**src/rtl/rf_wb_if.sv**
```systemverilog
// rf_wb_if -- bus bundle between the pipeline and the register-file /
// write-back block.
//
// Write side (master -> slave):
//   wdsel[2:0]   write-back source select
//   aluo, dmout, pc_4, cp0out [31:0]  write-back candidates
//   we           write request for this cycle
//   wa[4:0]      destination register
// Read side:
//   ra1, ra2 [4:0]  read addresses (master -> slave)
//   rd1, rd2 [31:0] read data, combinational (slave -> master)
//   haz1, haz2      read address hits a pending, not yet visible write
//   wb_pend         write-back register holds a valid write
//
// Handshake: there is no ready. A write is accepted unconditionally on every
// rising edge where we=1. It is captured into the write-back register on that
// edge and lands in the array on the next edge. Reads are combinational and
// always valid.
interface rf_wb_if;
  logic [2:0]  wdsel;
  logic [31:0] aluo;
  logic [31:0] dmout;
  logic [31:0] pc_4;
  logic [31:0] cp0out;
  logic        we;
  logic [4:0]  wa;
  logic [4:0]  ra1;
  logic [4:0]  ra2;
  logic [31:0] rd1;
  logic [31:0] rd2;
  logic        haz1;
  logic        haz2;
  logic        wb_pend;

  modport master (
    output wdsel, aluo, dmout, pc_4, cp0out, we, wa, ra1, ra2,
    input  rd1, rd2, haz1, haz2, wb_pend
  );

  modport slave (
    input  wdsel, aluo, dmout, pc_4, cp0out, we, wa, ra1, ra2,
    output rd1, rd2, haz1, haz2, wb_pend
  );
endinterface

```
**src/rtl/rf_wb.sv**
```systemverilog
// rf_wb -- 32x32 register file with a one-stage write-back register.
//
// Ports:
//   clk    single clock, all state on rising edge
//   rst_n  asynchronous active-low reset
//   bus    rf_wb_if.slave (write candidates, write request, read ports,
//          hazard flags, wb_pend)
//
// A write is captured into the write-back (WB) register on one edge and
// committed to the array on the next, so it becomes visible in the array two
// edges after the request.
//
// Optional feature: define RF_BYPASS_EN to forward the WB register to the
// read ports. Without it the read ports show only the array and haz1/haz2
// flag reads that would miss a pending write.
//
// No FSM in this block; the WB register state is visible through wb_pend.
module rf_wb (
  input  logic     clk,
  input  logic     rst_n,
  rf_wb_if.slave   bus
);

  logic [31:0] regs [0:31];
  logic        wb_we;
  logic [4:0]  wb_wa;
  logic [31:0] wb_data;

  logic [31:0] sel_data;
  logic        sel_ok;

  // Source select. Codes 101-111 produce zero and suppress the write.
  always_comb begin
    sel_data = 32'h0;
    sel_ok   = 1'b1;
    case (bus.wdsel)
      3'b000:  sel_data = bus.aluo;
      3'b001:  sel_data = bus.dmout;
      3'b010:  sel_data = bus.pc_4;
      3'b011:  sel_data = 32'h1;
      3'b100:  sel_data = bus.cp0out;
      default: begin
        sel_data = 32'h0;
        sel_ok   = 1'b0;
      end
    endcase
  end

  // Stage 1: WB register. A write to r0 never becomes valid, so r0 is never
  // written and stays zero.
  always_ff @(posedge clk or negedge rst_n) begin
    if (!rst_n) begin
      wb_we   <= 1'b0;
      wb_wa   <= 5'd0;
      wb_data <= 32'h0;
    end else begin
      wb_we   <= bus.we & sel_ok & (bus.wa != 5'd0);
      wb_wa   <= bus.wa;
      wb_data <= sel_data;
    end
  end

  // Stage 2: array commit. On the same edge the WB register takes the newer
  // write, the array takes the older one, so back-to-back writes resolve to
  // the last one.
  always_ff @(posedge clk or negedge rst_n) begin
    if (!rst_n) begin
      for (int i = 0; i < 32; i++) begin
        regs[i] <= 32'h0;
      end
    end else if (wb_we) begin
      regs[wb_wa] <= wb_data;
    end
  end

  logic hit1;
  logic hit2;

  assign hit1 = wb_we & (wb_wa == bus.ra1) & (bus.ra1 != 5'd0);
  assign hit2 = wb_we & (wb_wa == bus.ra2) & (bus.ra2 != 5'd0);

  logic [31:0] arr1;
  logic [31:0] arr2;

  always_comb begin
    arr1 = 32'h0;
    arr2 = 32'h0;
    if (bus.ra1 != 5'd0) arr1 = regs[bus.ra1];
    if (bus.ra2 != 5'd0) arr2 = regs[bus.ra2];
  end

`ifdef RF_BYPASS_EN
  assign bus.rd1  = hit1 ? wb_data : arr1;
  assign bus.rd2  = hit2 ? wb_data : arr2;
  assign bus.haz1 = 1'b0;
  assign bus.haz2 = 1'b0;
`else
  assign bus.rd1  = arr1;
  assign bus.rd2  = arr2;
  assign bus.haz1 = hit1;
  assign bus.haz2 = hit2;
`endif

  assign bus.wb_pend = wb_we;

endmodule
```
**src/flat_wrapper.sv**
```systemverilog
// flat-port wrapper written by rule: the top's interface ports become plain ports
module rf_wb_flat 
  (clk, rst_n, bus_wdsel, bus_aluo, bus_dmout, bus_pc_4, bus_cp0out, bus_we, bus_wa, bus_ra1, bus_ra2, bus_rd1, bus_rd2, bus_haz1, bus_haz2, bus_wb_pend);
  rf_wb_if bus_i ();
  input  logic clk;
  input  logic rst_n;
  input wire logic [$bits(bus_i.wdsel)-1:0] bus_wdsel;
  input wire logic [$bits(bus_i.aluo)-1:0] bus_aluo;
  input wire logic [$bits(bus_i.dmout)-1:0] bus_dmout;
  input wire logic [$bits(bus_i.pc_4)-1:0] bus_pc_4;
  input wire logic [$bits(bus_i.cp0out)-1:0] bus_cp0out;
  input wire logic [$bits(bus_i.we)-1:0] bus_we;
  input wire logic [$bits(bus_i.wa)-1:0] bus_wa;
  input wire logic [$bits(bus_i.ra1)-1:0] bus_ra1;
  input wire logic [$bits(bus_i.ra2)-1:0] bus_ra2;
  output wire logic [$bits(bus_i.rd1)-1:0] bus_rd1;
  output wire logic [$bits(bus_i.rd2)-1:0] bus_rd2;
  output wire logic [$bits(bus_i.haz1)-1:0] bus_haz1;
  output wire logic [$bits(bus_i.haz2)-1:0] bus_haz2;
  output wire logic [$bits(bus_i.wb_pend)-1:0] bus_wb_pend;
  assign bus_i.wdsel = bus_wdsel;
  assign bus_i.aluo = bus_aluo;
  assign bus_i.dmout = bus_dmout;
  assign bus_i.pc_4 = bus_pc_4;
  assign bus_i.cp0out = bus_cp0out;
  assign bus_i.we = bus_we;
  assign bus_i.wa = bus_wa;
  assign bus_i.ra1 = bus_ra1;
  assign bus_i.ra2 = bus_ra2;
  assign bus_rd1 = bus_i.rd1;
  assign bus_rd2 = bus_i.rd2;
  assign bus_haz1 = bus_i.haz1;
  assign bus_haz2 = bus_i.haz2;
  assign bus_wb_pend = bus_i.wb_pend;
  rf_wb u_core (.clk(clk), .rst_n(rst_n), .bus(bus_i));
endmodule
```
**config.mk**
```make
export PLATFORM = sky130hd
export DESIGN_NAME = rf_wb_flat
export DESIGN_NICKNAME = d
export VERILOG_FILES = /design/src/rtl/rf_wb_if.sv /design/src/rtl/rf_wb.sv /design/src/flat_wrapper.sv
export SDC_FILE = /design/constraint.sdc
export NUM_CORES = 2
export LEC_CHECK = 0
export CELL_PAD_IN_SITES_DETAIL_PLACEMENT = 1
export CELL_PAD_IN_SITES_GLOBAL_PLACEMENT = 1
export CORE_UTILIZATION = 53
export DETAILED_ROUTE_END_ITERATION = 10
export PLACE_DENSITY = 0.78
export RECOVER_POWER = 100
export SYNTH_ARGS = -nofsm -noshare
export SYNTH_HDL_FRONTEND = slang
export SYNTH_SLANG_ARGS = --single-unit
export TNS_END_PERCENT = 10
```
**constraint.sdc**
```tcl
create_clock -name clk -period 3.5 [get_ports clk]
set_input_delay 1.05 -clock clk [delete_from_list [all_inputs] [get_ports clk]]
set_output_delay 1.05 -clock clk [all_outputs]
set_load 0.01 [all_outputs]
```
; Word-level counts from Yosys, hierarchy flattened
; Cells that the tools add are included.
[classes]
order_cmp = 4
n_reduce_logical = 6
add_sub_neg = 0
n_bitwise = 9
muxes = 13
n_div = 0
shift = 0
n_mul = 0
n_eq_ne = 6
[op_table]
columns = operator, n
row1 = 1024-bit bitwise mux, 1
row2 = 32-bit binary-select mux with 5-bit select, 2
row3 = 32-bit 2-to-1 mux, 7
row4 = 32-bit demux with 5-bit select, 1
row5 = 32-bit one-hot mux with 5 select lines, 1
row6 = "6-bit >= comparator, second input constant", 3
row7 = 5-bit inverter with 6-bit output, 3
row8 = 5-bit nonzero test, 3
row9 = 5-bit equality test, 2
row10 = 1-bit bitwise AND, 6
row11 = "3-bit by 2-bit equality test with 1-bit output, second input constant", 2
row12 = "6-bit by 1-bit less-than comparator with 1-bit output, second input constant", 1
row13 = 5-bit OR reduction, 1
row14 = "3-bit by 1-bit equality test with 1-bit output, second input constant", 1
row15 = "3-bit equality test, second input constant", 1
row16 = 3-bit logical NOT, 1
row17 = 1-bit logical AND, 1
row18 = 1-bit 2-to-1 mux, 1
[totals]
mem_count = 0
mem_bits_rw = 0
word_cells = 73
latchBits = 0
register_bits = 1062
rom_bits = 0

; Depth between registers and ports, before layout
[logic_depth]
ltp_word = 6
mapped_depth = 7
ltp_nobuf = 4

; Worst setup path after synthesis
; No wires, ideal clock.
[synth_timing]
kind = in2out
from = input bus_ra1[0]
to = output bus_rd1[7]
setup_slack_ns = 0.026
cell_stages = 7
arrival_ns = 2.424
t_required_ns = 2.450
path_buffers = 3
cell_sequence = buf_4 -> buf_8 -> and2b_4 -> buf_6 -> a221oi_1 -> o21ai_0 -> a311oi_1
[synth_via]
elab_chain_cells = 5
word_cells_on_any_way = 6
cone_classes = mux (4) / bitwise (1) / reduce/logical (1)
[synth_lines]
columns = element, line_no
row1 = "start, declared", flat_wrapper.sv:14  ; input wire logic [$bits(bus_i.ra1)-1:0] bus_ra1;
row2 = 5-bit inverter with 6-bit output (not written as such), rf_wb.sv:88  ; if (bus.ra1 != 5'd0) arr1 = regs[bus.ra1];
row3 = 32-bit binary-select mux with 5-bit select, rf_wb.sv:88
row4 = 32-bit 2-to-1 mux (not written as such) (2 in series), rf_wb.sv:88
row5 = 32-bit 2-to-1 mux *, rf_wb.sv:88
row6 = "end, declared", flat_wrapper.sv:16  ; output wire logic [$bits(bus_i.rd1)-1:0] bus_rd1;
; Every way passes the cells marked *; elsewhere a longest branch is shown, timed or not. The select of a mux whose other input is x is not followed.

; Worst setup path after layout
[layout_timing]
from = input bus_ra1[2]
to = output bus_rd1[24]
; The elaborated chain is that of the path after synthesis.

==> metrics.md <==
| Metric | Value |
|---|---|
| Starting Density | `53.79%` |
| Placeable Area | `approximately 110000 um2` |
| Largest net degree at the start of global routing | `around 110` |
| PwrDens | `approximately 500 nW/um2` |
| Synth warnings | `0` |
| Top Ports | `roughly 220` |
| Leakage Power | `~32 nW` |
| Sequential area share after synthesis | `between 40% and 50%` |
| Highest clock rate | `about 0.23 GHz` |
| GRT Resource Usage Total | `roughly 46%` |
| Hold Slack | `a little over 500 ps` |
| ANT nets after route | `0` |
| Drt drc | `0` |
| Seq cells post-synth | `between 1000 and 1500` |
| Fin util | `66.74%` |
| Switching share of power | `roughly 30%` |
| Cell taking the most area after synthesis | `dfrtp_1` |
| Grt ovf | `0` |
| Number of flops mapped to enable cells by yosys | `0` |
| Netlist cell types | `48` |
| H-tree Lvls | `3` |
| WS Path Type | `in -> out` |
| Failing checks | `capacitance limit, slew limit, setup timing` |
| Crit end category | `output port` |
| Mapped Cells | `3765` |
| First-pass GRT wire length | `about 360000 um` |
| Crit path max fanout | `14` |
| Status | `complete, but fails checks` |
| Worst setup SP type | `primary input` |
| TritonCTS clock tree | `done` |
| Via Count | `45980` |
| Worst-path clk slew | `approximately 60 ps` |
| Syn nets | `~3900` |
| Number of port buffers | `~220` |
| P_sw | `10.61 mW` |
| Final layout net count | `4420` |
| DIE WIDTH | `about 330 um` |
| Clock Sinks | `around 1100` |
| WP data required | `~2500 ps` |
| Fin. max-slew vios | `a little over 400` |
| Yosys top cell area share | `46.61%` |
| Post-route setup TNS | `-70730 ps` |
| Internal | `approximately 25 mW` |
| Final GP Congestion | `about 0.86` |
| Tmin final | `4413 ps` |
| Slew margin rel. | `-36.76%` |
| Worst-margin pin slew | `slightly above 2000 ps` |
| Die ar. | `108900 um2` |
| Type of the tightest min-delay check | `reg -> reg` |
| Worst Setup Slack, final | `-912.8 ps` |
| Die Y-Extent | `between 300 and 400 um` |
| Initial DRC Count | `6329` |
| Final hold violations | `0` |
| Top post-synthesis cells by area | `dfrtp_1 47%, mux2_2 20%, mux4_2 17%` |
| Final period util | `126.1%` |
| RSZ-0062 raised after global routing | `true` |
| Cts bufs inserted | `between 100 and 150` |
| Routed WL | `about 270000 um` |
| Clk pwr share | `39.6%` |
| Via density | `between 7 and 8` |
| CTS max path bufs | `3` |
| Drt pass-1 iters | `6` |
| Maxcap violations | `15` |
| Crit path DAT | `about 3400 ps` |
| Sequential fraction of design power | `around 43%` |
| Vias in the first global route | `a little under 50000` |
| Row cnt | `about 120` |
| FF-to-FF setup slack | `-650 ps` |
| Main synth FF type | `dfrtp_1` |
| Number of antenna violations at the first check in global routing | `18` |
| Share of layout cells above drive strength 1 | `a little under three fifths` |
| DP Area | `between 60000 and 70000 um2` |
| WL/cell | `46.10 um` |
| Logic pwr share | `17.7%` |
| Final Skew | `slightly below 50 ps` |
| Hold_buf cts | `0` |
| Area of the mapped netlist | `~57000 um2` |
| Latest clock arrival within the worst-skew pair | `760 ps` |
| Syn Area/Cell | `roughly 15 um2` |
| Area delta synth->final | `24.09%` |
| Design area | `approximately 71000 um2` |
| Clock root cell | `clkbuf_16` |
| Endpoints failing setup | `353` |
| Worst vdd ir | `between 400 and 500 uV` |
| Post-DP HPWL | `roughly 130000 um` |
| Ys async rst share | `between 90% and 100%` |
| Fillers | `~9000` |
[stage by stage]
stage	std cells	total power, mW	setup WS [ps]
after global placement	5422	19.81	-1118
after global routing	5762	36.03	-773.0
final	5770	35.58	-912.8
after detailed placement	5422	20.17	-1070
after CTS	5718	34.22	-577.2
after floorplan	3765	17.75	25.53
[worst paths after layout]
kind,to,startpoint,cells past startpoint
max,bus_rd1[24],bus_ra1[2],8
min,u_core.regs[132]$_DFFE_PN0P_,u_core.regs[132]$_DFFE_PN0P_,1
max reg2reg,u_core.regs[843]$_DFFE_PN0P_,u_core.wb_wa[2]$_DFF_PN0_,4
min reg2reg,u_core.regs[132]$_DFFE_PN0P_,u_core.regs[132]$_DFFE_PN0P_,1
max in group asynchronous,u_core.regs[487]$_DFFE_PN0P_,rst_n,3
min in group asynchronous,u_core.regs[246]$_DFFE_PN0P_,rst_n,1
[worst max-delay path, cell delays in order]
cell and delay (ps):
buf_12 170, buf_4 230, mux2i_1 1040, a221oi_4 250, o21ai_2 170, a311oi_2 140
buf_4 180, buf_6 110
[placed cells by master, fill, tap and decap left out, types with 9 or more instances in the layout]
cell,netlist,layout
nor2b_1,66,61
mux2_4,0,14
o21ai_1,87,38
buf_12,2,110
buf_16,0,29
a311oi_2,2,44
clkbuf_4,2,15
buf_8,2,15
a221oi_2,5,25
a221o_1,31,31
clkinv_2,0,27
a22oi_2,0,34
clkbuf_8,0,33
buf_4,79,349
o21ai_2,2,65
a221oi_1,43,12
mux2_1,80,165
clkdlybuf4s50_1,0,131
mux4_1,13,9
a22o_1,31,31
nand2_1,52,37
mux2i_1,128,128
a221oi_4,0,11
bufinv_16,0,17
a211oi_2,0,42
a211oi_1,64,21
mux4_2,435,439
a22oi_1,64,30
clkbuf_16,0,123
clkbuf_2,0,45
nor2_1,15,17
nand2_2,0,10
xnor2_1,10,10
mux2_2,1009,910
dfrtp_1,1062,1062
a311oi_1,62,16
buf_2,127,26
clkbuf_1,156,25
buf_6,41,48
[sequential cells by signal, indices dropped and copies added, names as in the netlist]
register and cells:
u_core.bus.wb_pend 1, u_core.wb_data 32, u_core.regs 1024, u_core.wb_wa 5
[cell families (layout without fill, tap and decap cells)]
logic type,after synthesis,count (layout),share of synthesized area [%]
muxes,1665,1665,41.54
DFF,1062,1062,46.61
AOI/OAI and AO/OA,434,434,5.782
buffers and inverters,415,1021,4.180
and+or+nand+nor,179,179,1.740
xor gates and xnor gates,10,10,0.1536
other,0,8,0
[cells in the mapped netlist, types with 6 or more instances]
master / number
o21ai_0: 25
dfrtp_1: 1062
a311oi_1: 62
nor3b_1: 6
o21ai_1: 87
a22o_1: 31
nor2_2: 10
mux4_2: 435
o2111ai_1: 16
nor2_1: 15
nor2b_1: 66
mux4_1: 13
clkbuf_1: 156
mux2_1: 80
mux2_2: 1009
mux2i_1: 128
buf_2: 127
nand2_1: 52
a22oi_1: 64
a221o_1: 31
buf_6: 41
a221oi_1: 43
xnor2_1: 10
a211oi_1: 64
buf_4: 79
[per-layer routing]
layer	vias up	track usage [%]	wire, um
met5	-	0.6522	113
met4	16	35.27	27660
met3	1922	14.81	35960
met2	4703	68.99	116200
met1	23580	54.96	86100
li1	15760	-	-
[power groups by stage]
stage	Clock, mW	Combinational [mW]	Sequential (mW)
final	14.1	6.29	15.2
after global routing	14.4	6.42	15.2
after CTS	13.7	5.69	14.8
after detailed placement	0	5.20	15.0
after global placement	0	5.00	14.8
after floorplan	0	3.44	14.3
[cell type report]
cell class                      count  area [um2]  share of cell area, %
Antenna cell                        8       20.02                0.02829
Clock buffer                      165        3502                  4.950
Clock inverter                     54       737.0                  1.042
Inverter                            2       17.52                0.02476
Multi-Input combinational cell   2288       29650                  41.90
Sequential cell                  1062       26580                  37.56
Tap cell                         1391        1740                  2.460
Timing Repair Buffer              800        8517                  12.04
[timing repair]
action	CTS	global route
cloned	14	3
setup buffers	65	45
resized for setup	492	144
setup endpoints to repair	66	66
pin swaps	45	40
Note: power is estimated with default switching activity, not from simulation.
